<file path="config.mk">
export PLATFORM = sky130hd
export DESIGN_NAME = popcount_neuron_acc
export DESIGN_NICKNAME = d
export VERILOG_FILES = /design/src/rtl/popcount_nn_pkg.sv /design/src/rtl/popcount_sat_add.sv /design/src/rtl/popcount_neuron_acc.sv
export SDC_FILE = /design/constraint.sdc
export NUM_CORES = 1
export LEC_CHECK = 0
export BUFFER_PORTS_ARGS = -buffer_cell sky130_fd_sc_hd__buf_2
export CAP_MARGIN = 5
export CORE_ASPECT_RATIO = 0.6
export CORE_UTILIZATION = 40
export CTS_CLUSTER_DIAMETER = 200
export DETAILED_ROUTE_END_ITERATION = 16
export GPL_TIMING_DRIVEN = 0
export SETUP_SLACK_MARGIN = 0.5
export SLEW_MARGIN = 25
export SYNTH_ARGS = -nofsm -noshare
export SYNTH_HDL_FRONTEND = slang
export SYNTH_SLANG_ARGS = --single-unit
</file>
<file path="constraint.sdc">
create_clock -name clk -period 6.1 [get_ports clk]
set_input_delay 0.61 -clock clk [delete_from_list [all_inputs] [get_ports clk]]
set_output_delay 0.61 -clock clk [all_outputs]
set_load 0.01 [all_outputs]
</file>
<file path="src/rtl/popcount_nn_pkg.sv">
// Shared definitions for the popcount-driven ternary neuron accumulators:
// default widths, controller state encoding and the saturating add.
package popcount_nn_pkg;

  localparam int CNT_W_DFLT     = 5;
  localparam int ACC_W_DFLT     = 10;
  localparam int MAX_BEATS_DFLT = 16;
  localparam int BEAT_W_DFLT    = 5;

  typedef enum logic {
    ST_ACC = 1'b0,
    ST_OUT = 1'b1
  } state_e;

  // Adds delta to acc and clamps to the signed range of an acc_w-bit word.
  // Done in 32-bit int so the intermediate can never wrap for acc_w < 31.
  function automatic int sat_add(input int acc, input int delta, input int acc_w);
    int hi;
    int lo;
    int s;
    hi = (1 << (acc_w - 1)) - 1;
    lo = -(1 << (acc_w - 1));
    s  = acc + delta;
    if (s > hi) begin
      sat_add = hi;
    end else if (s < lo) begin
      sat_add = lo;
    end else begin
      sat_add = s;
    end
  endfunction

endpackage

</file>
<file path="src/rtl/popcount_sat_add.sv">
// Combinational step of the neuron: signed (pos - neg) popcount difference
// added to the running sum with saturation to the accumulator width.
module popcount_sat_add
  import popcount_nn_pkg::*;
#(
  parameter int CNT_W = CNT_W_DFLT,
  parameter int ACC_W = ACC_W_DFLT
) (
  input  logic        [CNT_W-1:0] pos_count_i,
  input  logic        [CNT_W-1:0] neg_count_i,
  input  logic signed [ACC_W-1:0] acc_i,
  output logic signed [ACC_W-1:0] acc_next_o
);

  logic signed [CNT_W:0] delta;

  // Both counts are unsigned, so one extra bit holds the full signed difference.
  always_comb begin
    delta      = $signed({1'b0, pos_count_i}) - $signed({1'b0, neg_count_i});
    acc_next_o = ACC_W'(sat_add(int'(acc_i), int'(delta), ACC_W));
  end

endmodule

</file>
<file path="src/rtl/popcount_neuron_acc.sv">
// Multi-beat ternary neuron accumulator with threshold activation and a
// valid/ready result port. One bubble per neuron: no beat is accepted while
// a result is being presented.
//
//   state  | meaning
//   -------+-----------------------------------------------------------
//   ST_ACC | accepting beats, summing pos-neg with saturation
//   ST_OUT | result held on out_* until out_ready
module popcount_neuron_acc
  import popcount_nn_pkg::*;
#(
  parameter int CNT_W     = CNT_W_DFLT,
  parameter int ACC_W     = ACC_W_DFLT,
  parameter int MAX_BEATS = MAX_BEATS_DFLT,
  parameter int BEAT_W    = BEAT_W_DFLT
) (
  input  logic             clk,
  input  logic             rst,
  input  logic             in_valid,
  output logic             in_ready,
  input  logic             in_last,
  input  logic [CNT_W-1:0] pos_count,
  input  logic [CNT_W-1:0] neg_count,
  input  logic [ACC_W-1:0] threshold,
  output logic             out_valid,
  input  logic             out_ready,
  output logic             out_act,
  output logic [ACC_W-1:0] out_sum,
  output logic             out_overrun
);

  state_e                  state_q;
  logic signed [ACC_W-1:0] acc_q;
  logic signed [ACC_W-1:0] acc_d;
  logic        [BEAT_W-1:0] beat_q;
  logic        [BEAT_W:0]   beat_inc;
  logic                     final_beat;
  logic        [ACC_W-1:0] out_sum_q;
  logic                    out_act_q;
  logic                    out_ovr_q;

  popcount_sat_add #(
    .CNT_W (CNT_W),
    .ACC_W (ACC_W)
  ) u_sat_add (
    .pos_count_i (pos_count),
    .neg_count_i (neg_count),
    .acc_i       (acc_q),
    .acc_next_o  (acc_d)
  );

  // A beat ends the neuron on in_last or when it would be the MAX_BEATS-th.
  always_comb begin
    beat_inc   = {1'b0, beat_q} + (BEAT_W + 1)'(1);
    final_beat = in_last || (beat_inc == (BEAT_W + 1)'(MAX_BEATS));
  end

  // Controller, beat counter, accumulator and registered result.
  always_ff @(posedge clk or posedge rst) begin
    if (rst) begin
      state_q   <= ST_ACC;
      acc_q     <= '0;
      beat_q    <= '0;
      out_sum_q <= '0;
      out_act_q <= 1'b0;
      out_ovr_q <= 1'b0;
    end else begin
      case (state_q)
        ST_ACC: begin
          if (in_valid) begin
            if (final_beat) begin
              out_sum_q <= acc_d;
              out_act_q <= (acc_d >= $signed(threshold));
              out_ovr_q <= ~in_last;
              acc_q     <= '0;
              beat_q    <= '0;
              state_q   <= ST_OUT;
            end else begin
              acc_q  <= acc_d;
              beat_q <= beat_inc[BEAT_W-1:0];
            end
          end
        end
        ST_OUT: begin
          if (out_ready) begin
            state_q <= ST_ACC;
          end
        end
        default: state_q <= ST_ACC;
      endcase
    end
  end

  // Handshake flags follow the state register directly.
  always_comb begin
    in_ready    = (state_q == ST_ACC);
    out_valid   = (state_q == ST_OUT);
    out_sum     = out_sum_q;
    out_act     = out_act_q;
    out_overrun = out_ovr_q;
  end

endmodule

</file>
==> flow_summary.ini <==
[outcome]
status = complete, no violations

[cts]
post_cts_buffers = 0
clkSinkCount = 28
clk_root_buffer_cell = clkbuf_8
cts_buffers = 3
path_clk_slew_ps = 90
tritoncts = built
insertion_delay_ps = 270
cts_hold_buf = 0
cts_max_level = 1
ctsResizeCount = 0
max-clock-path-buffers = 2

[timing]
slew_viol_final = 0
hold_viol = 0
fin_skew_ps = 4.35
period_needed_ps = 4970
rsz0062_at_grt = false
fmax_mhz = 201
relSlewSlack = 0.615
timing.final.crit_share = 0.815
fin_tns_setup_ps = 0
worstMarginPinSlew_ps = 576
finalSetupViolCount = 0
hold_ws_ps = 377

[power_and_ir_drop]
irDropWorstVdd_v = 0.000196
p_leak_nw = 1.27
p_per_area_nw_per_um2 = 529
p_total_mw = 1.31

[drt]
routed_via_density = 5.19
num_vias = 1844
routedWlPerCell_um = 13.6
drtIter0Drc = 72
drc = 0
drt-pass1-iter-count = 4
finalWirelength_um = 4810
antenna_left = 0

[layout]
diodes = 0
drive_gt1_frac = 0.173
fillers = 520
fin_area_um2 = 2470
area_growth_pct = 15.3
nNetsFinal = 344

[synthesis]
synth_cell_types = 44
synth_nets = 301
syn_avg_cell_area_um2 = 8.66
netlist_area_um2 = 2140
ys_warn_count = 0
ys_seq_elements = 28
synth_ff_type = dfrtp_1
synthCells = 247
ys_seq_area_frac = 0.327
synthArstFlopShare = 1.00
synth_edf_count = 0

[flow_run]
maxCapViolations = 0

[setup_path]
crit_type = in2reg
crit_required_ps = 6250
crit_fanout = 9
r2r_start = acc_q[4]
crit_arrival_ps = 5130
worstReg2RegEnd = out_act
reg2regPathDepth = 14
cp-start-kind = input pin
worstSetupEndpointType = register
rrSetupSlack_ps = 2340

[placement]
place_area_um2 = 2410
io_buffers = 38
dpl.hpwl_um = 3930
gp_congestion = 0.767

[floorplanning]
die_y_um = 58.7
rows = 20
io_pins = 39
die_area_um2 = 5660
fp.dieW_um = 96.4
start_util = 0.419
fp.coreArea_um2 = 5100

[global_route]
grt_overflow = 0
grt_usage = 0.183
grt_pass1_wl_um = 7890
grt_max_degree = 29
antenna_found_initial = 0
grt_pass1_vias = 1678

[worst_hold_path]
worstHoldPathType = in2async
[area by class of cell]
cell class | count | area [um^2] | share of cell area
clock buffer | 4 | 55.1 | 0.0223
multi-input combinational | 183 | 1300 | 0.525
tap | 66 | 82.6 | 0.0335
buffer | 6 | 30.0 | 0.0122
inverter | 30 | 113 | 0.0456
sequential | 28 | 701 | 0.284
timing repair buffer | 38 | 190 | 0.0771
[stage by stage]
stage | cells | setup WS [ps] | utilization
after global routing | 355 | 773 | 0.483
final | 355 | 1130 | 0.483
after detailed placement | 351 | 901 | 0.473
after floorplan | 247 | 1500 | -
after CTS | 355 | 1160 | 0.483
after global placement | 351 | 876 | 0.473
[state kept, by name, summed over array words and instances, names as in the netlist]
register and flops:
out_valid 1, out_overrun 1, acc_q 10, beat_q 5, out_act 1, out_sum 10
[cells in the final DEF, fill, tap and decap left out, types with 2 or more instances in the layout]
master and n:
a31oi_1 2, a22o_1 2, clkbuf_1 5, o21a_1 6, clkbuf_8 4, xor2_1 4
inv_1 29, nand3b_1 2, nor3_1 5, buf_2 38, ha_1 27, and2_1 2
nand2_1 30, dfrtp_1 28, nand4_1 3, nor2b_1 3, fa_1 2, or3_1 3
a21oi_1 16, nor2_1 9, xnor2_1 4, a211oi_1 2, a21o_1 5, o21ai_0 26
nand3_1 5, nand2b_1 2, o31ai_1 5
[cells in the mapped netlist, types with 4 or more instances]
master | number | area (um^2)
inv_1 | 30 | 113
nor3_1 | 5 | 25.0
nand2_1 | 30 | 113
ha_1 | 27 | 338
dfrtp_1 | 28 | 701
xnor2_1 | 4 | 35.0
o21ai_0 | 26 | 130
o21a_1 | 6 | 45.0
nor2_1 | 9 | 33.8
clkbuf_1 | 5 | 18.8
a21oi_1 | 16 | 80.1
xor2_1 | 4 | 35.0
o31ai_1 | 5 | 37.5
a21o_1 | 5 | 37.5
nand3_1 | 5 | 25.0
[worst max-delay path, cell delays in order]
cell and delay, ps:
buf_2 100, inv_1 80, ha_1 230, a21o_1 160
a21o_1 190, a21o_1 170, a21oi_1 410, ha_1 370
o21ai_0 290, nor2_1 130, o31ai_1 460, mux2_4 400
a21oi_1 270, inv_1 80, ha_1 310, nor2b_1 140
o21a_1 150, o21ai_0 160, a21oi_1 110, o221ai_1 190
a211oi_1 110
[how the worst max path moves through the flow]
stage	start	endpoint	slack (ps)
after global placement	neg_count[1]	out_act	880
final	neg_count[1]	out_act	1130
after detailed placement	neg_count[1]	out_act	900
after CTS	neg_count[1]	out_act	1160
after floorplan	neg_count[1]	out_act	1500
after global routing	neg_count[1]	out_act	770
[cell families after synthesis]
logic type	after synthesis	synth area share
multiplexers	3	0.0170
flip-flops	28	0.327
AND/OR/NAND/NOR	67	0.150
buffers and inverters	36	0.0667
AO/OA/AOI/OAI	76	0.229
adder cells (fa/ha/maj)	29	0.177
XOR/XNOR	8	0.0327
[routing by layer]
| layer | global-route usage | vias to the layer above | share of wire |
|---|---|---|---|
| met5 | 0 | - | 0 |
| met3 | 0.0388 | 3 | 0.056 |
| li1 | - | 950 | - |
| met4 | 0.0126 | 0 | 0.0021 |
| met2 | 0.255 | 51 | 0.36 |
| met1 | 0.296 | 840 | 0.58 |
[power breakdown]
group	leakage, nW	total (mW)	internal [mW]	switching (mW)
clock network	0.0288	0.114	0.0578	0.0565
registers	0.355	0.305	0.256	0.0495
logic	0.884	0.887	0.389	0.498
total	1.27	1.31	0.702	0.604
Note: power is estimated with default switching activity, not from simulation.
